<file path="src/rtl/boreal_eeg_fusion_tdm.sv">
// Time-multiplexed EEG DC-block and spatial fusion: one frame of N_CH samples in,
// one saturated weighted composite out, processed one channel per cycle on a shared MAC.
module boreal_eeg_fusion_tdm #(
   parameter int N_CH        = 8,
   parameter int DW          = 24,
   parameter int WW          = 16,
   parameter int ALPHA_SHIFT = 7,
   parameter int ACC_W       = 48
) (
   input  logic                      clk,
   input  logic                      rst_n,
   input  logic                      in_valid,
   output logic                      in_ready,
   input  logic [N_CH*DW-1:0]        in_data,
   input  logic [N_CH-1:0]           ch_mask,
   input  logic                      wr_en,
   output logic                      wr_ready,
   input  logic [$clog2(N_CH)-1:0]   wr_addr,
   input  logic [WW-1:0]             wr_data,
   output logic                      out_valid,
   input  logic                      out_ready,
   output logic [DW-1:0]             out_data,
   output logic                      out_sat,
   output logic                      busy
);

   // state | meaning
   // IDLE  | waiting for a frame; weight writes allowed
   // PROC  | one channel per cycle through the high-pass and MAC
   // OUT   | first cycle scales/clamps the sum, then holds the result until taken
   typedef enum logic [1:0] {IDLE, PROC, OUT} state_t;

   localparam int AW = $clog2(N_CH);
   localparam int PW = DW + 1 + WW;
   localparam logic signed [ACC_W-1:0] R_MAX = {{(ACC_W-DW+1){1'b0}}, {(DW-1){1'b1}}};
   localparam logic signed [ACC_W-1:0] R_MIN = {{(ACC_W-DW+1){1'b1}}, {(DW-1){1'b0}}};

   state_t                   state, state_nxt;
   logic [N_CH*DW-1:0]       x_lat;
   logic [N_CH-1:0]          mask_lat;
   logic [AW-1:0]            ch_idx;
   logic signed [DW:0]       base   [N_CH];
   logic signed [WW-1:0]     weight [N_CH];
   logic signed [ACC_W-1:0]  acc;

   logic                     accept, wr_take, last_ch, out_take;
   logic signed [DW-1:0]     x_cur;
   logic signed [DW:0]       b_cur, hp, b_nxt;
   logic signed [WW-1:0]     w_cur;
   logic signed [PW-1:0]     prod;
   logic signed [ACC_W-1:0]  prod_ext, acc_sh;
   logic                     sat_hi, sat_lo;

   assign accept   = in_valid & in_ready;
   assign wr_take  = wr_en & wr_ready & ({1'b0, wr_addr} < (AW+1)'(N_CH));
   assign last_ch  = (ch_idx == AW'(N_CH-1));
   assign out_take = out_valid & out_ready;

   assign x_cur    = x_lat[ch_idx*DW +: DW];
   assign b_cur    = base[ch_idx];
   assign w_cur    = weight[ch_idx];
   assign hp       = $signed({x_cur[DW-1], x_cur}) - b_cur;
   assign b_nxt    = b_cur + (hp >>> ALPHA_SHIFT);
   assign prod     = hp * w_cur;
   assign prod_ext = {{(ACC_W-PW){prod[PW-1]}}, prod};
   assign acc_sh   = acc >>> 8;
   assign sat_hi   = (acc_sh > R_MAX);
   assign sat_lo   = (acc_sh < R_MIN);

   always_ff @(posedge clk or negedge rst_n) begin
      if (!rst_n) state <= IDLE;
      else        state <= state_nxt;
   end

   always_comb begin
      state_nxt = state;
      case (state)
         IDLE:    if (accept)   state_nxt = PROC;
         PROC:    if (last_ch)  state_nxt = OUT;
         OUT:     if (out_take) state_nxt = IDLE;
         default: state_nxt = IDLE;
      endcase
   end

   always_comb begin
      in_ready = (state == IDLE);
      wr_ready = (state == IDLE);
      busy     = (state != IDLE);
   end

   always_ff @(posedge clk or negedge rst_n) begin
      if (!rst_n) begin
         x_lat    <= '0;
         mask_lat <= '0;
         ch_idx   <= '0;
         acc      <= '0;
      end else if (state == IDLE) begin
         if (accept) begin
            x_lat    <= in_data;
            mask_lat <= ch_mask;
            ch_idx   <= '0;
            acc      <= '0;
         end
      end else if (state == PROC) begin
         if (mask_lat[ch_idx]) acc <= acc + prod_ext;
         if (!last_ch)         ch_idx <= ch_idx + 1'b1;
      end
   end

   // Baselines track every channel, masked or not, so re-enabling is glitch-free.
   always_ff @(posedge clk or negedge rst_n) begin
      if (!rst_n) begin
         for (int i = 0; i < N_CH; i++) base[i] <= '0;
      end else if (state == PROC) begin
         base[ch_idx] <= b_nxt;
      end
   end

   always_ff @(posedge clk or negedge rst_n) begin
      if (!rst_n) begin
         for (int i = 0; i < N_CH; i++) weight[i] <= WW'(256);
      end else if (wr_take) begin
         weight[wr_addr] <= wr_data;
      end
   end

   always_ff @(posedge clk or negedge rst_n) begin
      if (!rst_n) begin
         out_valid <= 1'b0;
         out_data  <= '0;
         out_sat   <= 1'b0;
      end else if (state == OUT) begin
         if (!out_valid) begin
            out_valid <= 1'b1;
            out_sat   <= sat_hi | sat_lo;
            if (sat_hi)      out_data <= {1'b0, {(DW-1){1'b1}}};
            else if (sat_lo) out_data <= {1'b1, {(DW-1){1'b0}}};
            else             out_data <= acc_sh[DW-1:0];
         end else if (out_ready) begin
            out_valid <= 1'b0;
         end
      end
   end

endmodule

</file>
<file path="config.mk">
export PLATFORM = sky130hd
export DESIGN_NAME = boreal_eeg_fusion_tdm
export DESIGN_NICKNAME = d
export VERILOG_FILES = /design/src/rtl/boreal_eeg_fusion_tdm.sv
export SDC_FILE = /design/constraint.sdc
export NUM_CORES = 2
export LEC_CHECK = 0
export BUFFER_PORTS_ARGS = -buffer_cell sky130_fd_sc_hd__buf_2
export CORE_UTILIZATION = 39
export CTS_CLUSTER_DIAMETER = 50
export CTS_CLUSTER_SIZE = 28
export DETAILED_ROUTE_END_ITERATION = 8
export HOLD_SLACK_MARGIN = 0.02
export SYNTH_ARGS = -nofsm -noshare
export SYNTH_HDL_FRONTEND = slang
export SYNTH_SLANG_ARGS = --single-unit
</file>
<file path="constraint.sdc">
create_clock -name clk -period 11.9 [get_ports clk]
set_clock_uncertainty 0.2 [all_clocks]
set_input_delay 1.19 -clock clk [delete_from_list [all_inputs] [get_ports clk]]
set_output_delay 1.19 -clock clk [all_outputs]
set_load 0.01 [all_outputs]
</file>
==> out/results.txt <==
Multi-input gate area in the final layout: 0.0269 mm²
Final period utilization: 93.7%
Worst slew pin tran: 1.45 ns
Clk Latency, worst-skew pair: 0.68 ns
Post-synthesis sequential area ratio: 33.8%
Hold Path End: out_data[1]$_DFFE_PN0P_
Clock Pin Slew Worst Setup and Hold Paths: 0.07 ns
FFs w/ async S/R, synth: 100%
CTS Buf Count: 75
IO Count: 253
Final min period: 11.14 ns
CORE AREA: 0.114 mm²
#FFs+latches synth: 607
Die height: 342 µm
# nets final: 5354
Hold depth: 2
Post-Route Setup TNS: 0 ns
Gr ovfl total: 0
Most common cell in the netlist: dfrtp_1
Mapped cell area: 0.0450 mm²
Highest Clock Rate: 89.7 MHz
Commonest cells post-synth: dfrtp_1, inv_1, nand2_1, fa_1, mux2_2
Fillcell total: 10800
DR vias/cell: 5.39
Reg area: 0.0152 mm²
Max Cap Violations: 0
Post-synth EDFFs: 0
GP Congestion: 0.912
Initial DRC Count: 2062
Hold crit path type: reg -> reg
Initial antenna violation count: 31
Main flop type after synthesis: dfrtp_1
Area leader, netlist: dfrtp_1
TritonRoute pass-1 iters: 5
Port bufs: 252
Reg2reg setup slack: 0.76 ns
Gr usage total: 22.5%
CTS Sinks: 607
Post-CTS Setup Repair Bufs: 0
Post-synthesis cell type count: 101
WL final: 128 mm
First-pass GRT wire length: 201 mm
Clock Tree Buf Depth: 3
Area share of the largest cell type after synthesis: 33.3%
Unrepaired setup endpoints after global routing: no
Mapped Cells: 4314
Slew margin rel.: 2.68%
Die X: 342 µm
Clock H-tree levels: 3
Reg2reg start: ch_idx[0]$_DFFE_PN0P_
Post-DP HPWL: 96.6 mm
Max FO, Critical Path: 31
DRC viols: 0
Proportion of layout cells with a drive suffix above 1: 20.5%
Critical path endpoint category: flip-flop
Worst R2R End: acc[45]$_DFFE_PN0P_
WL/cell: 21.0 µm
Worst EP arrival: 11.51 ns
Root Buffer: clkbuf_16
Vias in the first global route: 34300
Crit-path max cell delay: 0.63 ns
Final ANT Viol Nets: 0
Yosys warns: 0
Fin. Hold Viols: 0
Largest net degree at the start of global routing: 167
Syn Nets: 5172
CP max-delay cell: or4_1
Reg2Reg Depth: 41
Critical path origin: ch_idx[0]$_DFFE_PN0P_
CTS tree: done
Top area cells in the synthesized netlist: dfrtp_1, fa_1, mux2_2, inv_1, ha_1
WS Path Type: reg -> reg
Routed vias: 32800
Final-report setup violation count: 0
Starting Density: 39.4%
Area grow syn2layout: 12.9%
CP startpoint kind: flip-flop
CP required: 12.27 ns
Rows: 124
Die area: 0.117 mm²
Hold Crit Start: out_data[1]$_DFFE_PN0P_
CP most frequent cell: fa_1
Outcome: finished, final reports clean
Synthesized area per cell: 10.4 µm²
Final Slew Violations: 0
==> critical path: cells and delay by family (launching register included) <==
kind	cells	cell delay, ns
AO/OA/AOI/OAI	9	1.61
XOR/XNOR	2	0.24
adder cells (fa/ha/maj)	9	4.18
buffers and inverters	7	0.75
flip-flops	1	0.56
AND/OR/NAND/NOR	14	3.45
==> metrics by stage <==
stage	cell area, µm²	cells	util [%]	setup WS, ns	hold slack, ns
after floorplan	45000	4314	-	0.949	0.243
after global placement	48100	5931	42.1	0.466	0.256
after detailed placement	48100	5931	42.1	0.338	0.266
after CTS	50800	6071	44.4	0.325	0.277
after global routing	50800	6072	44.4	0.0740	0.297
final	50800	6079	44.5	0.755	0.269
==> logic make-up (layout without fill, tap and decap cells) <==
logic type               count (synthesis)  count (layout)  synth area share [%]
XOR/XNOR                                94              94                  1.95
adder cells (fa/ha/maj)                639             639                  25.5
AND/OR/NAND/NOR                       1003            1003                  10.0
flip-flops                             607             607                  33.8
AO/OA/AOI/OAI                          777             777                  11.8
other                                    0               8                     0
multiplexers                           393             393                  10.1
buffers and inverters                  801            1046                  6.83
==> cells in the final DEF, fill, tap and decap left out, drive strengths merged, types with 26 or more instances in the layout <==
master  instances
nor2b          45
a21oi          81
nand3          27
nor2          219
xnor2          70
nand2b         31
nand4          34
a21o           47
dfrtp         599
inv           594
ha            171
nand2         501
buf           326
and3           26
fa            463
clkinv         32
a22oi         140
o22ai          59
o21ai         249
and2           28
clkbuf         88
nor3           30
a22o           58
mux2          357
==> registers in the layout, summed over array words and instances (netlist names) <==
| name | count |
|---|---|
| acc | 48 |
| ch_idx | 3 |
| out_data | 24 |
| mask_lat | 8 |
| weight | 128 |
| out_valid | 1 |
| base | 200 |
| x_lat | 192 |
| state | 2 |
| out_sat | 1 |
==> how the worst max path moves through the flow <==
stage | endpoint | slack (ns) | depth (start not counted)
2_1_floorplan | acc[45]$_DFFE_PN0P_ | 0.95 | 46
3_3_place_gp | acc[46]$_DFFE_PN0P_ | 0.47 | 39
3_5_place_dp | acc[46]$_DFFE_PN0P_ | 0.34 | 39
4_1_cts | acc[46]$_DFFE_PN0P_ | 0.33 | 39
5_1_grt | acc[47]$_DFFE_PN0P_ | 0.07 | 41
6_report | acc[45]$_DFFE_PN0P_ | 0.76 | 41
==> layout make-up <==
| class | instances | share of cell area [%] |
|---|---|---|
| antenna | 8 | 0.0394 |
| clock buffer | 88 | 3.99 |
| clock inverter | 52 | 1.25 |
| inverter | 580 | 4.29 |
| multi-input combinational | 2906 | 53.0 |
| sequential | 607 | 29.9 |
| tap | 1512 | 3.72 |
| timing repair buffer | 326 | 3.79 |
==> metal layers <==
metal,vias up,global-route usage [%],part of all wire [%]
li1,14800,-,-
met1,16700,29.3,42
met2,919,36.7,48
met3,252,4.88,6.3
met4,44,8.18,3.7
met5,-,0,0.22
==> what timing repair did <==
item,4_1_cts,5_1_grt
resized for setup,0,6
setup endpoints to repair,0,11
hold buffers,0,0
Power is left out: the tool's default activity adds up to more than one toggle a clock period on the data nets, which glitch-free logic cannot reach.
